[config.mk]
export PLATFORM = sky130hd
export DESIGN_NAME = pixie_fb_ctrl
export DESIGN_NICKNAME = d
export VERILOG_FILES = /design/src/rtl/pixie_pkg.sv /design/src/rtl/pixie_fb_scanout.sv /design/src/rtl/pixie_fb_ctrl.sv
export SDC_FILE = /design/constraint.sdc
export NUM_CORES = 1
export LEC_CHECK = 0
export BUFFER_PORTS_ARGS = -buffer_cell sky130_fd_sc_hd__buf_2
export CORE_MARGIN = 2
export CORE_UTILIZATION = 54
export CTS_CLUSTER_SIZE = 20
export DETAILED_ROUTE_END_ITERATION = 6
export HOLD_SLACK_MARGIN = 0.05
export PLACE_DENSITY = 0.78
export SLEW_MARGIN = 20
export SYNTH_ARGS = -nofsm -noshare
export SYNTH_HDL_FRONTEND = slang
export SYNTH_SLANG_ARGS = --single-unit
export TNS_END_PERCENT = 1
[constraint.sdc]
create_clock -name clk -period 2.06 [get_ports clk]
set_input_delay 0.412 -clock clk [delete_from_list [all_inputs] [get_ports clk]]
set_output_delay 0.412 -clock clk [all_outputs]
set_load 0.1 [all_outputs]
[src/rtl/pixie_pkg.sv]
// Shared geometry, scan FSM state encoding and write-request type for the
// Pixie frame buffer controller.
package pixie_pkg;
  localparam int FB_DEPTH       = 1024;
  localparam int BYTES_PER_LINE = 8;
  localparam int LINES          = 128;
  localparam int ADDR_W         = 10;
  localparam int LINE_W         = 7;
  localparam int BYTE_W         = 3;

  typedef enum logic [1:0] {IDLE, RD0, LD, SHIFT} scan_st_t;

  typedef struct packed {
    logic              en;
    logic [ADDR_W-1:0] addr;
    logic [7:0]        data;
  } fb_wr_t;

  function automatic logic [ADDR_W-1:0] fb_addr(input logic [LINE_W-1:0] ln,
                                                input logic [BYTE_W-1:0] b);
    return {ln, b};
  endfunction
endpackage

[src/rtl/pixie_fb_scanout.sv]
// Line scan sequencer: fetches the 8 bytes of one display line from the
// frame buffer read port and serialises them MSB-first as a pixel stream.
module pixie_fb_scanout
  import pixie_pkg::*;
(
  input  logic              clk,
  input  logic              reset_n,
  input  logic              display_en,
  input  logic              line_req,
  input  logic [LINE_W-1:0] line_num,
  input  logic              pix_ce,
  output logic              fb_rd_en,
  output logic [ADDR_W-1:0] fb_rd_addr,
  input  logic [7:0]        fb_rd_data,
  output logic              pixel,
  output logic              pixel_valid,
  output logic              line_busy,
  output logic              line_done
);
  scan_st_t          state, state_nx;
  logic [LINE_W-1:0] line_q, line_nx;
  logic [BYTE_W-1:0] byte_idx, byte_nx;
  logic [2:0]        bit_cnt, bit_nx;
  logic [7:0]        shift_q, shift_nx, next_byte;
  logic              pf_pend, pf_nx;
  logic              nb_cap;
  logic              done_nx;

  always_ff @(posedge clk or negedge reset_n) begin
    if (!reset_n) begin
      state     <= IDLE;
      line_q    <= '0;
      byte_idx  <= '0;
      bit_cnt   <= '0;
      shift_q   <= '0;
      next_byte <= '0;
      pf_pend   <= 1'b0;
      nb_cap    <= 1'b0;
      line_done <= 1'b0;
    end else begin
      state     <= state_nx;
      line_q    <= line_nx;
      byte_idx  <= byte_nx;
      bit_cnt   <= bit_nx;
      shift_q   <= shift_nx;
      pf_pend   <= pf_nx;
      line_done <= done_nx;
      // prefetched bytes land one cycle after their read
      nb_cap    <= fb_rd_en && (state == LD || state == SHIFT);
      if (nb_cap) next_byte <= fb_rd_data;
    end
  end

  always_comb begin
    state_nx   = state;
    line_nx    = line_q;
    byte_nx    = byte_idx;
    bit_nx     = bit_cnt;
    shift_nx   = shift_q;
    pf_nx      = 1'b0;
    done_nx    = 1'b0;
    fb_rd_en   = 1'b0;
    fb_rd_addr = fb_addr(line_q, 3'd0);
    case (state)
      RD0: begin
        fb_rd_en = 1'b1;
        state_nx = LD;
      end
      LD: begin
        fb_rd_en   = 1'b1;
        fb_rd_addr = fb_addr(line_q, 3'd1);
        shift_nx   = fb_rd_data;
        bit_nx     = 3'd0;
        state_nx   = SHIFT;
      end
      SHIFT: begin
        // byte_idx already advanced, so +1 is two ahead of the old byte
        if (pf_pend) begin
          fb_rd_en   = 1'b1;
          fb_rd_addr = fb_addr(line_q, byte_idx + 3'd1);
        end
        if (pix_ce) begin
          if (bit_cnt == 3'd7) begin
            if (byte_idx == 3'd7) begin
              state_nx = IDLE;
              done_nx  = 1'b1;
            end else begin
              shift_nx = next_byte;
              byte_nx  = byte_idx + 3'd1;
              bit_nx   = 3'd0;
              pf_nx    = (byte_idx <= 3'd5);
            end
          end else begin
            shift_nx = {shift_q[6:0], 1'b0};
            bit_nx   = bit_cnt + 3'd1;
          end
        end
      end
      default: ;
    endcase
    if (line_req && display_en) begin
      state_nx = RD0;
      line_nx  = line_num;
      byte_nx  = 3'd0;
      pf_nx    = 1'b0;
      done_nx  = 1'b0;
    end
    if (!display_en) begin
      state_nx = IDLE;
      pf_nx    = 1'b0;
      done_nx  = 1'b0;
    end
  end

  assign pixel_valid = (state == SHIFT);
  assign pixel       = pixel_valid & shift_q[7];
  assign line_busy   = (state != IDLE);
endmodule

[src/rtl/pixie_fb_ctrl.sv]
// Pixie frame buffer controller: linear DMA write sequencer plus the line
// scan-out sequencer on the read port.
module pixie_fb_ctrl
  import pixie_pkg::*;
(
  input  logic              clk,
  input  logic              reset_n,
  input  logic              frame_start,
  input  logic              dma_valid,
  input  logic [7:0]        dma_data,
  input  logic              display_en,
  input  logic              line_req,
  input  logic [LINE_W-1:0] line_num,
  input  logic              pix_ce,
  output logic              fb_wr_en,
  output logic [ADDR_W-1:0] fb_wr_addr,
  output logic [7:0]        fb_wr_data,
  output logic              fb_rd_en,
  output logic [ADDR_W-1:0] fb_rd_addr,
  input  logic [7:0]        fb_rd_data,
  output logic              pixel,
  output logic              pixel_valid,
  output logic              line_busy,
  output logic              line_done,
  output logic              wr_overflow
);
  fb_wr_t          wr_q;
  logic [ADDR_W:0] wr_ptr;

  // wr_ptr[ADDR_W] set means the frame is full and further bytes drop
  always_ff @(posedge clk or negedge reset_n) begin
    if (!reset_n) begin
      wr_q        <= '0;
      wr_ptr      <= '0;
      wr_overflow <= 1'b0;
    end else begin
      wr_q.en <= 1'b0;
      if (frame_start) begin
        wr_overflow <= 1'b0;
        wr_ptr      <= {{ADDR_W{1'b0}}, dma_valid};
        if (dma_valid) wr_q <= '{en: 1'b1, addr: '0, data: dma_data};
      end else if (dma_valid) begin
        if (!wr_ptr[ADDR_W]) begin
          wr_q   <= '{en: 1'b1, addr: wr_ptr[ADDR_W-1:0], data: dma_data};
          wr_ptr <= wr_ptr + 11'd1;
        end else begin
          wr_overflow <= 1'b1;
        end
      end
    end
  end

  assign fb_wr_en   = wr_q.en;
  assign fb_wr_addr = wr_q.addr;
  assign fb_wr_data = wr_q.data;

  pixie_fb_scanout u_scan (
    .clk        (clk),
    .reset_n    (reset_n),
    .display_en (display_en),
    .line_req   (line_req),
    .line_num   (line_num),
    .pix_ce     (pix_ce),
    .fb_rd_en   (fb_rd_en),
    .fb_rd_addr (fb_rd_addr),
    .fb_rd_data (fb_rd_data),
    .pixel      (pixel),
    .pixel_valid(pixel_valid),
    .line_busy  (line_busy),
    .line_done  (line_done)
  );
endmodule

==> flow_summary.ini <==
[clock_network]
cts_made_buffers = 9
cts_tree = built
cts.sink_count = 65
cts.path.max_buffers = 2
insertion_delay_ns = 0.34
worst_setup_hold_path_clk_slew_ns = 0.07
ctsHtreeMaxLevel = 3
clk_root_buffer_cell = clkbuf_8

[power_and_ir_drop]
peakVddDrop_uv = 643
power.density_cell_area_nw_per_um2 = 914
power_frac_seq_pct = 45.4
share_clk_of_total_power_pct = 31.4
net_switching_power_uw = 1130
power.share.switching_pct = 33.0
p_leak_uw = 0.00175
comb_power_share_pct = 23.2
internal_power_uw = 2290

[synth]
yosysTopAreaCell = dfrtp_1
simple_gate_fraction_of_synth_area_pct = 9.76
synthMuxAreaShare_pct = 12.0
main_combinational_cell_family_by_area_after_synthesis = compound AO/OA/AOI/OAI gates
synthTopCellsByArea = dfrtp_1 (54%), mux2_2 (8.6%), ha_1 (4.6%), mux2i_1 (3.3%), nor2_1 (2.9%)
yosysTopAreaCellShare_pct = 54.2
syn_avg_cell_area_sq_um = 11.2
synth_cell_area_sq_um = 3000
synth_nets = 309
synth_cell_type_count = 36
async_flop_share_pct = 100
yosys_register_bits = 65
synth_warnings = 0
synth_compound_area_share_pct = 13.0
synth_flop_cell = dfrtp_1
synth_xor_xnor_area_share_pct = 2.34
synth_edf_count = 0
synth-adder-area-share_pct = 4.59
netlist_instances = 268
synth_seq_area_share_pct = 54.2

[sta]
unrepaired_setup_endpoints_after_global_routing = no
timing.final.crit_share_pct = 97.2
totalNegativeSetupSlack_ns = 0
fin_worst_hold_slack_ns = 0.303
final.min_clock_period_ns = 2.00
fmaxAchievable_mhz = 499
max-slew-margin-rel_pct = 67.1
finalSetupViolations = 0
hold_viol_final = 0
worst_clock_skew_ns = 0.00813
drv_slew = 0
worst-slew-pin-transition_ns = 0.496

[setup_path]
timing.reg2reg.worst_path_depth = 6
critical_path_arrival_ns = 1.59
setup.worst_path.start_class = flip-flop
setup.worst_path.end_class = primary output
cp.required_ns = 1.65
critical_path_peak_fanout = 2
setup.worst_path.class = flip-flop to primary output

[cells_and_area]
final_layout_size_suffix_gt1_share_pct = 36.2
layout.nets = 380
diodes = 0
area_growth_syn_to_layout_pct = 24.9
final_cell_count_no_fill = 415
nFillCells = 418

[placed_design]
io_buffers = 64
numPlacedInstances = 398
dp_hpwl_microns = 4220
global_placer_s_final_weighted_congestion = 0.717

[global_route]
grt_util_all_layers_pct = 20.9
grt_first_pass_wirelength_microns = 10100
grt_start_max_net_pins = 32
overflow = 0
grt_antenna_before_repair = 0
first_global_vias = 2224

[die]
placementRows = 27
die_width_microns = 78.5
fp.dieH_microns = 78.5
num_io_pins = 65
fp.dieArea_sq_um = 6170
initial_utilization_pct = 55.1
coreArea_sq_um = 5440

[drt]
route.detailed.drc = 0
detail_route.wirelength_microns = 5990
dr.pass1.iters = 4
routed-via-count = 2223
initialDrtViolationCount = 101
via_cell_ratio = 5.36
antenna_violating_nets_post_route = 0
wire_per_inst_microns = 14.4

[worst_hold_path]
whs_path_depth = 2
timing.hold.worst.class = primary input to flip-flop

[run_status]
run_status = completed

[job]
drv.max_cap_violation_count = 0
[synth_stat cells (3+ instances only)]
cell	count
mux2_2	23
o22ai_1	11
clkbuf_1	8
ha_1	11
mux2i_1	10
nor2_1	23
o21ai_0	15
xor2_1	4
a21oi_1	16
dfrtp_1	65
nor3_1	4
nand2_1	13
xnor2_1	4
and3_1	3
inv_1	17
nand4_1	5
a22oi_1	10
[worst max-delay path: stages (launching register included)]
cell and delay, ns:
dfrtp_1 0.39, ha_1 0.23, ha_4 0.28, and3_4 0.18, buf_12 0.17
[final timing paths]
check / startpoint / to / slack (ns)
worst max-delay path: u_scan.byte_idx[0] / fb_rd_addr[2] / 0.06
min in group asynchronous: reset_n / u_scan.nb_cap / 0.53
worst min register to register: u_scan.shift_q[7] / u_scan.shift_q[7] / 0.49
worst min-delay path: dma_data[4] / fb_wr_data[4] / 0.30
max in group asynchronous: reset_n / u_scan.state[1] / 0.92
worst max register to register: u_scan.bit_cnt[0] / u_scan.byte_idx[0] / 0.37
[layer usage]
| metal | part of all wire [%] | track usage [%] | up-vias |
|---|---|---|---|
| met2 | 51 | 34.6 | 54 |
| met3 | 4.8 | 5.06 | 4 |
| met5 | 0 | 0 | - |
| met4 | 0.58 | 8.95 | 0 |
| met1 | 44 | 26.3 | 1084 |
| li1 | - | - | 1081 |
[repair_timing]
action / in CTS / in global routing
cloned: 0 / 0
setup buffers: 1 / 0
resized for setup: 2 / 4
endpoints found under the hold margin: 15 / 0
endpoints found under the setup margin: 2 / 4
hold buffers: 1 / 0
[sequential cells by signal, indices dropped and copies added (netlist names), 2 cells and up]
| register | count |
|---|---|
| u_scan.bit_cnt | 3 |
| u_scan.next_byte | 8 |
| fb_wr_data | 8 |
| u_scan.byte_idx | 3 |
| fb_wr_addr | 10 |
| wr_ptr | 11 |
| u_scan.shift_q | 8 |
| u_scan.state | 2 |
| u_scan.line_q | 7 |
[stage by stage]
step / utilization, % / setup slack (ns) / power, uW / area [sq um]
detailed placement: 64.5 / 0.251 / 2370 / 3510
floorplan: - / 0.0211 / 2170 / 3050
global placement: 64.5 / 0.273 / 2340 / 3510
global route: 68.9 / 0.00560 / 3590 / 3750
CTS: 68.5 / 0.0275 / 3460 / 3730
finish: 68.9 / 0.0577 / 3420 / 3750
[final cells by class]
| type | count | area, sq um | area share [%] |
|---|---|---|---|
| Tap cell | 72 | 90.1 | 2.40 |
| Inverter | 18 | 67.6 | 1.80 |
| Timing Repair Buffer | 72 | 455 | 12.2 |
| Clock inverter | 3 | 40.0 | 1.07 |
| Sequential cell | 65 | 1630 | 43.5 |
| Multi-Input combinational cell | 173 | 1310 | 35.0 |
| Clock buffer | 12 | 155 | 4.14 |
[placed cells by master, fill, tap and decap left out, types with 10 or more instances in the layout]
cell       n
a21oi_1   15
a22oi_1   10
buf_2     60
clkbuf_8  11
dfrtp_1   64
inv_1     16
mux2_2    23
mux2i_1   10
nand2_1   12
nor2_1    22
o21ai_0   15
o22ai_1   11
[kinds of logic (layout without fill, tap and decap cells)]
group           count (synthesis)  in the layout
fa+ha+maj                      11             11
xor+xnor                        8              8
compound gates                 60             60
flops                          65             65
mux                            33             33
simple gates                   61             61
buf+inv                        30            105
[power groups by stage]
stage / logic, uW / registers, uW / clock network [uW]
floorplan: 312 / 1860 / 0
global placement: 773 / 1560 / 0
detailed placement: 797 / 1580 / 0
CTS: 803 / 1550 / 1100
global route: 851 / 1580 / 1160
finish: 793 / 1550 / 1080
Note: power is estimated with default switching activity, not from simulation.
